File: src/rtl/io_bus_arbiter.sv
// io_bus_arbiter
//   Shares one IO-register access port among NUM_REQ requesters (CPU, DMA
//   sequencer, debug/UART loader). Round-robin arbitration with a req/ack
//   handshake and a bounded lock so read-modify-write sequences stay atomic.
//
//   Ports:
//     clk_mem, rst        clock (rising edge) and synchronous active-high reset
//     req, lock           per-requester request level and keep-grant request
//     req_addr/wdata/     flattened per-requester transaction fields,
//     req_write/width     requester i at [i*W +: W]
//     ack                 one-cycle completion pulse to the granted requester
//     rdata               read data, valid while ack is high, held otherwise
//     grant_id            current or last granted requester
//     io_addr/data_in/    access port to the IO register file; io_data_out is
//     data_out/read/      its combinational read data
//     write/width
//
//   Each access is IDLE (arbitrate) -> ACCESS (strobe) -> RESP (ack). A locked
//   requester skips IDLE and goes RESP -> ACCESS directly, up to MAX_LOCK
//   consecutive accesses.
module io_bus_arbiter #(
    parameter int NUM_REQ  = 3,
    parameter int ADDR_W   = 24,
    parameter int DATA_W   = 32,
    parameter int MAX_LOCK = 4
) (
    input  logic                      clk_mem,
    input  logic                      rst,
    input  logic [NUM_REQ-1:0]        req,
    input  logic [NUM_REQ-1:0]        lock,
    input  logic [NUM_REQ*ADDR_W-1:0] req_addr,
    input  logic [NUM_REQ*DATA_W-1:0] req_wdata,
    input  logic [NUM_REQ-1:0]        req_write,
    input  logic [NUM_REQ*2-1:0]      req_width,
    output logic [NUM_REQ-1:0]        ack,
    output logic [DATA_W-1:0]         rdata,
    output logic [1:0]                grant_id,
    output logic [ADDR_W-1:0]         io_addr,
    output logic [DATA_W-1:0]         io_data_in,
    input  logic [DATA_W-1:0]         io_data_out,
    output logic                      io_read,
    output logic                      io_write,
    output logic [1:0]                io_width
);

    localparam int LCW = $clog2(MAX_LOCK) + 1;
    localparam logic [LCW-1:0] LOCK_LAST = LCW'(MAX_LOCK - 1);

    typedef enum logic [1:0] {IDLE, ACCESS, RESP} state_t;

    state_t         state;
    logic [1:0]     last_grant;
    logic [LCW-1:0] lock_cnt;
    logic           rd_q;
    logic           wr_q;

    // Round-robin search starting just after the last granted index.
    logic [1:0] winner;
    always_comb begin
        int  idx;
        logic found;
        winner = last_grant;
        found  = 1'b0;
        for (int k = 1; k <= NUM_REQ; k++) begin
            idx = (int'(last_grant) + k) % NUM_REQ;
            if (!found && req[idx]) begin
                found  = 1'b1;
                winner = idx[1:0];
            end
        end
    end

    // Fields are taken from the arbitration winner in IDLE, and from the
    // current owner when a lock carries it straight from RESP to ACCESS.
    logic [1:0]        sel;
    logic [ADDR_W-1:0] sel_addr;
    logic [DATA_W-1:0] sel_wdata;
    logic [1:0]        sel_width;
    logic              sel_write;

    assign sel       = (state == IDLE) ? winner : grant_id;
    assign sel_addr  = req_addr[int'(sel)*ADDR_W +: ADDR_W];
    assign sel_wdata = req_wdata[int'(sel)*DATA_W +: DATA_W];
    assign sel_width = req_width[int'(sel)*2 +: 2];
    assign sel_write = req_write[sel];

    logic lock_go;
    assign lock_go = req[grant_id] && lock[grant_id] && (lock_cnt < LOCK_LAST);

    // Strobes are registered but masked by rst so an access caught by reset
    // never commits on the closing edge.
    assign io_read  = rd_q & ~rst;
    assign io_write = wr_q & ~rst;

    always_ff @(posedge clk_mem) begin
        if (rst) begin
            state      <= IDLE;
            last_grant <= 2'(NUM_REQ - 1);
            lock_cnt   <= '0;
            grant_id   <= '0;
            ack        <= '0;
            rdata      <= '0;
            io_addr    <= '0;
            io_data_in <= '0;
            io_width   <= '0;
            rd_q       <= 1'b0;
            wr_q       <= 1'b0;
        end else begin
            ack  <= '0;
            rd_q <= 1'b0;
            wr_q <= 1'b0;
            unique case (state)
                IDLE: begin
                    if (|req) begin
                        io_addr    <= sel_addr;
                        io_data_in <= sel_wdata;
                        io_width   <= sel_width;
                        rd_q       <= ~sel_write;
                        wr_q       <= sel_write;
                        grant_id   <= winner;
                        last_grant <= winner;
                        state      <= ACCESS;
                    end
                end
                ACCESS: begin
                    if (!wr_q) rdata <= io_data_out;
                    ack   <= NUM_REQ'(1) << grant_id;
                    state <= RESP;
                end
                RESP: begin
                    if (lock_go) begin
                        lock_cnt   <= lock_cnt + 1'b1;
                        io_addr    <= sel_addr;
                        io_data_in <= sel_wdata;
                        io_width   <= sel_width;
                        rd_q       <= ~sel_write;
                        wr_q       <= sel_write;
                        state      <= ACCESS;
                    end else begin
                        lock_cnt <= '0;
                        state    <= IDLE;
                    end
                end
                default: state <= IDLE;
            endcase
        end
    end

endmodule

File: config.mk
export PLATFORM = sky130hd
export DESIGN_NAME = io_bus_arbiter
export DESIGN_NICKNAME = d
export VERILOG_FILES = /design/src/rtl/io_bus_arbiter.sv
export SDC_FILE = /design/constraint.sdc
export NUM_CORES = 1
export LEC_CHECK = 0
export CAP_MARGIN = 20
export CORE_ASPECT_RATIO = 0.9
export CORE_UTILIZATION = 30
export CTS_CLUSTER_SIZE = 12
export DETAILED_ROUTE_END_ITERATION = 8
export HOLD_SLACK_MARGIN = 0.02
export PLACE_DENSITY = 0.66
export RECOVER_POWER = 50
export SLEW_MARGIN = 30
export SYNTH_ARGS = -nofsm -noshare
export SYNTH_HDL_FRONTEND = slang
export SYNTH_SLANG_ARGS = --single-unit
File: constraint.sdc
create_clock -name clk_mem -period 3.9 [get_ports clk_mem]
set_input_delay 0.585 -clock clk_mem [delete_from_list [all_inputs] [get_ports clk_mem]]
set_output_delay 0.585 -clock clk_mem [all_outputs]
set_load 0.03 [all_outputs]
### Word-level counts from Yosys, hierarchy flattened

Cells that the tools add are included.

| storage, ports and cells | value |
|---|---|
| bits in registers | 104 |
| output and inout bits | 97 |
| bits of input ports | 217 |

| operators by class | value |
|---|---|
| shift-type cells | 4 |
| add/sub/neg operators | 4 |
| order comparisons | 6 |
| multiply operators | 1 |
| mux-type cells | 40 |
| div/mod/pow operators | 3 |
| reductions and logical operators | 13 |
| bitwise operators | 6 |
| eq/ne operators | 4 |

Operators by type and width:

| operator | count |
|---|---|
| $lt 32x4->1 const B | 3 |
| $mod 32x3->32 const B | 3 |
| $shiftx 96x8->32 | 1 |
| $shiftx 72x8->24 | 1 |
| $mux 32 | 2 |
| $pmux 32 s2 | 1 |
| $mux 24 | 2 |
| $pmux 24 s2 | 1 |
| $mux 1 | 16 |
| $mux 2 | 7 |
| $bmux 1 s2 | 6 |
| $add 2x2->3 const B | 2 |
| $lt 2x3->1 const B | 2 |
| $pmux 2 s3 | 1 |
| $shiftx 6x4->2 | 1 |
| $logic_and 1x1->1 | 4 |
| $mul 2x2->4 const B | 1 |
| $not 1->1 | 4 |
| $pmux 1 s2 | 2 |
| $pmux 2 s2 | 1 |
| $reduce_and 2->1 | 2 |
| $add 2x1->3 const B | 1 |
| $add 3x1->3 const B | 1 |
| $lt 3x2->1 const B | 1 |
| 13 further kinds | 15 |

### Logic depth before layout (Yosys ltp)

| depth | value |
|---|---|
| word-level depth | 18 |
| mapped depth | 12 |
| mapped depth without buffers | 8 |

### Worst setup path after synthesis

OpenSTA, ideal clock, no wires.

| timing | value |
|---|---|
| kind | register to register |
| start | register grant_id[0] |
| end | register io_addr[0] |
| slack | 1.097 ns |
| data arrival time | 2.683 ns |
| setup time | 0.120 ns |
| cell stages (with the launch flop) | 12 |
| path through | dfxtp_1 > inv_1 > ha_1 > buf_6 > or2_0 > a32oi_1 > o211ai_1 > a2bb2oi_2 > buf_4 > buf_2 > mux2_2 > a211o_1 |

| on the way | value |
|---|---|
| cells in the longest elaborated chain, start to end | 6 |
| elaborated cells on any way between the ends | 14 |
| classes of those cells | mul: 1; eq/ne: 1; shift: 1; mux: 8; reduce/logical: 3 |

RTL lines:

| what | RTL line | source |
|---|---|---|
| start, declared | 37 | `output logic [1:0] grant_id,` |
| start signal, assigned | 120 | `grant_id <= winner;` |
| branches (longest 6 deep; another with $mul 2x2->4) | n/a |  |
| end signal, assigned | 115 | `io_addr <= sel_addr;` |
| end signal, assigned | 133 | `io_addr <= sel_addr;` |
| end, declared | 38 | `output logic [ADDR_W-1:0] io_addr,` |

Parallel ways; which one is timed is not known. The select of a mux whose other input is x is not followed.
A chain may end at the register's enable or synchronous reset.

### Final worst setup path

| timing | value |
|---|---|
| start | register grant_id[0] |
| end | register io_data_in[21] |

| on the way | value |
|---|---|
| cells in the longest elaborated chain, start to end | 6 |
| elaborated cells on any way between the ends | 13 |
| classes of those cells | eq/ne: 1; shift: 1; mux: 8; reduce/logical: 3 |

RTL lines:

| what | RTL line | source |
|---|---|---|
| branches (longest 6 deep; another with $shiftx 96x8->32) | n/a |  |
| end signal, assigned | 116 | `io_data_in <= sel_wdata;` |
| end signal, assigned | 134 | `io_data_in <= sel_wdata;` |
| end, declared | 39 | `output logic [DATA_W-1:0] io_data_in,` |

Parallel ways; which one is timed is not known. The select of a mux whose other input is x is not followed.

==> impl_metrics.csv <==
group,metric,value,unit
sta,slew_viol_final,0,
clocking,clk_latency,0.35,ns
sta,hold_viol,0,
clocking,cts-buffers-inserted,9,
synth,ys_warn_count,0,
setup_path,start_kind,"flip-flop",
detailed_routing,drcViolationCount,0,
layout,final_cell_area,9030,µm²
detailed_routing,dr.pass1.iters,4,
synth,postSynthAreaPerCell,8.59,µm²
synth,synthTopCellsByArea,"dfxtp_1 (38%), mux2_2 (12%), a211o_1 (9.8%)",
synth,ys_seq_area_frac,0.379,
layout,utilization,0.511,
sta,whs,0.450,ns
global_routing,grtUsageMet3,0.0701,
clocking,cts_tree,"yes",
outcome,status,"finished, final reports clean",
detailed_routing,num_vias,5478,
synth,syn-cell-area,5450,µm²
clocking,clock_path_buffers,2,
global_routing,overflow,0,
synth,yosysUniqueCellTypes,41,
floorplanning,die-area,18700,µm²
sta,fmax,348,MHz
clocking,cts_resized,0,
sta,relSlewSlack,0.0613,
sta,rsz0062_at_grt,"no",
layout,drive_above_1_share,0.102,
global_routing,antenna_found_initial,1,
layout,syn_to_final_growth,65.9,%
synth,synth_common_cells,"dfxtp_1 (103), nand2_1 (73), inv_1 (64)",
floorplanning,die_x,144,µm
sta,finalCriticalPeriod,2.88,ns
floorplanning,core_area,17700,µm²
floorplanning,rows,46,
global_routing,grt_max_degree,59,
synth,ys_seq_elements,103,
layout,instances_no_fill,1161,
synth,synth_edf_count,0,
clocking,clock-root-buffer,"clkbuf_16",
detailed_routing,drtAntennaViolNets,0,
synth,synth_fp_nets,856,
global_routing,grt_usage,0.193,
synth,synth_ff_type,"dfxtp_1",
global_routing,busiest_layer,"met2",
power,cellPowerDensity,436,nW/µm²
clocking,ctsHtreeMaxLevel,3,
setup_path,worstSetupEndpointType,"flip-flop",
detailed_routing,drtIter0Drc,107,
global_routing,grt_use_met2,0.338,
clocking,cts_hold_buffers,0,
synth,async_flop_share,0,
placed_design,dpl-instance-area,8750,µm²
power,total_power,3.94,mW
layout,antenna_cells,0,
detailed_routing,wl_per_cell,15.9,µm
synth,synth_top_area_frac,0.379,
synth,synth.most_common_cell,"dfxtp_1",
floorplanning,initial_core_util,0.308,
global_routing,grt_pass1_wl,27.8,mm
global_routing,grt_pass1_vias,5302,
placed_design,io_buffers,313,
floorplanning,io_pins,314,
global_routing,grtUsageMet1,0.223,
clocking,clkTransAtPathRegs,0.08,ns
sta,finalSetupViolCount,0,
power,ir_worst_vdd,0.000199,V
job,maxCapViolations,0,
floorplanning,die_y,130,µm
clocking,cts_sinks,103,
sta,clock_skew,0.00628,ns
sta,timing.setup.tns,0,ns
hold_path,min_path_type,"reg -> reg",
setup_path,worstPathRequired,4.14,ns
sta,post-route-period-util,0.737,
setup_path,crit_arrival,3.11,ns
sta,fin_ws,1.02,ns
setup_path,path_class,"reg -> reg",
synth,synthCells,634,
placed_design,placed_cells,1145,
detailed_routing,vias_per_cell,4.72,
setup_path,path_max_fanout,58,
layout,nNetsFinal,1138,
detailed_routing,routed_wl,18.4,mm
synth,synth_top_area_cell,"dfxtp_1",
placed_design,hpwl,13.4,mm
layout,fillers,1710,
clocking,cts_setup_buffers,0,
placed_design,pre_cts_slack,0.832,ns
placed_design,gp_congestion,0.813,
power,leakagePower,4.03,nW
sta,worst_slew_pin_slew,1.41,ns
-- area by class of cell --
type,count,area (µm²),area share
Clock buffer,9,225,0.0249
Clock inverter,7,67.6,0.00748
Inverter,64,240,0.0266
Multi-Input combinational cell,413,2880,0.319
Sequential cell,103,2060,0.228
Tap cell,240,300,0.0332
Timing Repair Buffer,325,3260,0.360
-- critical path, stage by stage (launching register included) --
cell,delay [ns]
dfxtp_1,0.33
inv_1,0.07
ha_1,0.42
or2_0,0.27
a32oi_1,0.24
o211ai_1,0.19
a2bb2oi_4,0.25
buf_12,0.27
mux2_2,0.38
a211o_1,0.28
-- cells in the final DEF, fill, tap and decap left out, types with 2 or more instances in the layout --
| cell | instances |
|---|---|
| buf_4 | 8 |
| or2_2 | 2 |
| ha_1 | 5 |
| nand2b_1 | 7 |
| a21boi_0 | 2 |
| clkbuf_16 | 9 |
| nor2_1 | 10 |
| a21oi_1 | 38 |
| buf_12 | 3 |
| nor3_1 | 2 |
| nand2_1 | 73 |
| a32oi_1 | 2 |
| mux2_2 | 59 |
| a22oi_1 | 2 |
| mux2i_1 | 2 |
| nor4_1 | 59 |
| dfxtp_1 | 103 |
| and2_1 | 59 |
| clkdlybuf4s50_1 | 252 |
| a211o_1 | 60 |
| o21bai_1 | 2 |
| inv_1 | 64 |
| nor2b_1 | 7 |
| nand3_1 | 2 |
| dlygate4sd3_1 | 61 |
| clkinvlp_4 | 3 |
-- state kept, by name (all words and copies together), names as in the netlist --
name / cells
ack: 3
last_grant: 1
grant_id: 2
io_addr: 24
io_data_in: 32
wr_q: 1
io_width: 2
state: 2
rdata: 32
rd_q: 1
lock_cnt: 3
-- cells by family after synthesis --
family                     count (synthesis)  synth area share
buffers and inverters                    118            0.0979
muxes                                     61             0.126
adders and majority gates                  5            0.0115
AOI/OAI and AO/OA                        118             0.161
DFF                                      103             0.379
and+or+nand+nor                          229             0.225
-- report_power, final --
group / switching [mW] / total (mW) / internal, mW
Sequential: 0.0840 / 1.31 / 1.23
Combinational: 0.932 / 1.73 / 0.796
Clock: 0.450 / 0.897 / 0.447
Total: 1.47 / 3.94 / 2.47
-- routing by layer --
layer / vias to the layer above / part of all wire
li1: 2755 / -
met1: 2518 / 0.41
met2: 191 / 0.49
met3: 14 / 0.089
met4: 0 / 0.012
met5: - / 0
-- final timing paths --
| kind | cells after the start | start | endpoint | slack, ns |
|---|---|---|---|---|
| max | 9 | grant_id[0]$_SDFFE_PP0P_ | io_data_in[21]$_SDFFE_PP0P_ | 1.02 |
| min | 2 | rdata[3]$_SDFFE_PP0P_ | rdata[3]$_SDFFE_PP0P_ | 0.45 |
| max reg2reg | 9 | grant_id[0]$_SDFFE_PP0P_ | io_data_in[21]$_SDFFE_PP0P_ | 1.02 |
| min reg2reg | 2 | rdata[3]$_SDFFE_PP0P_ | rdata[3]$_SDFFE_PP0P_ | 0.45 |
Power figures use the tool's default switching activity.
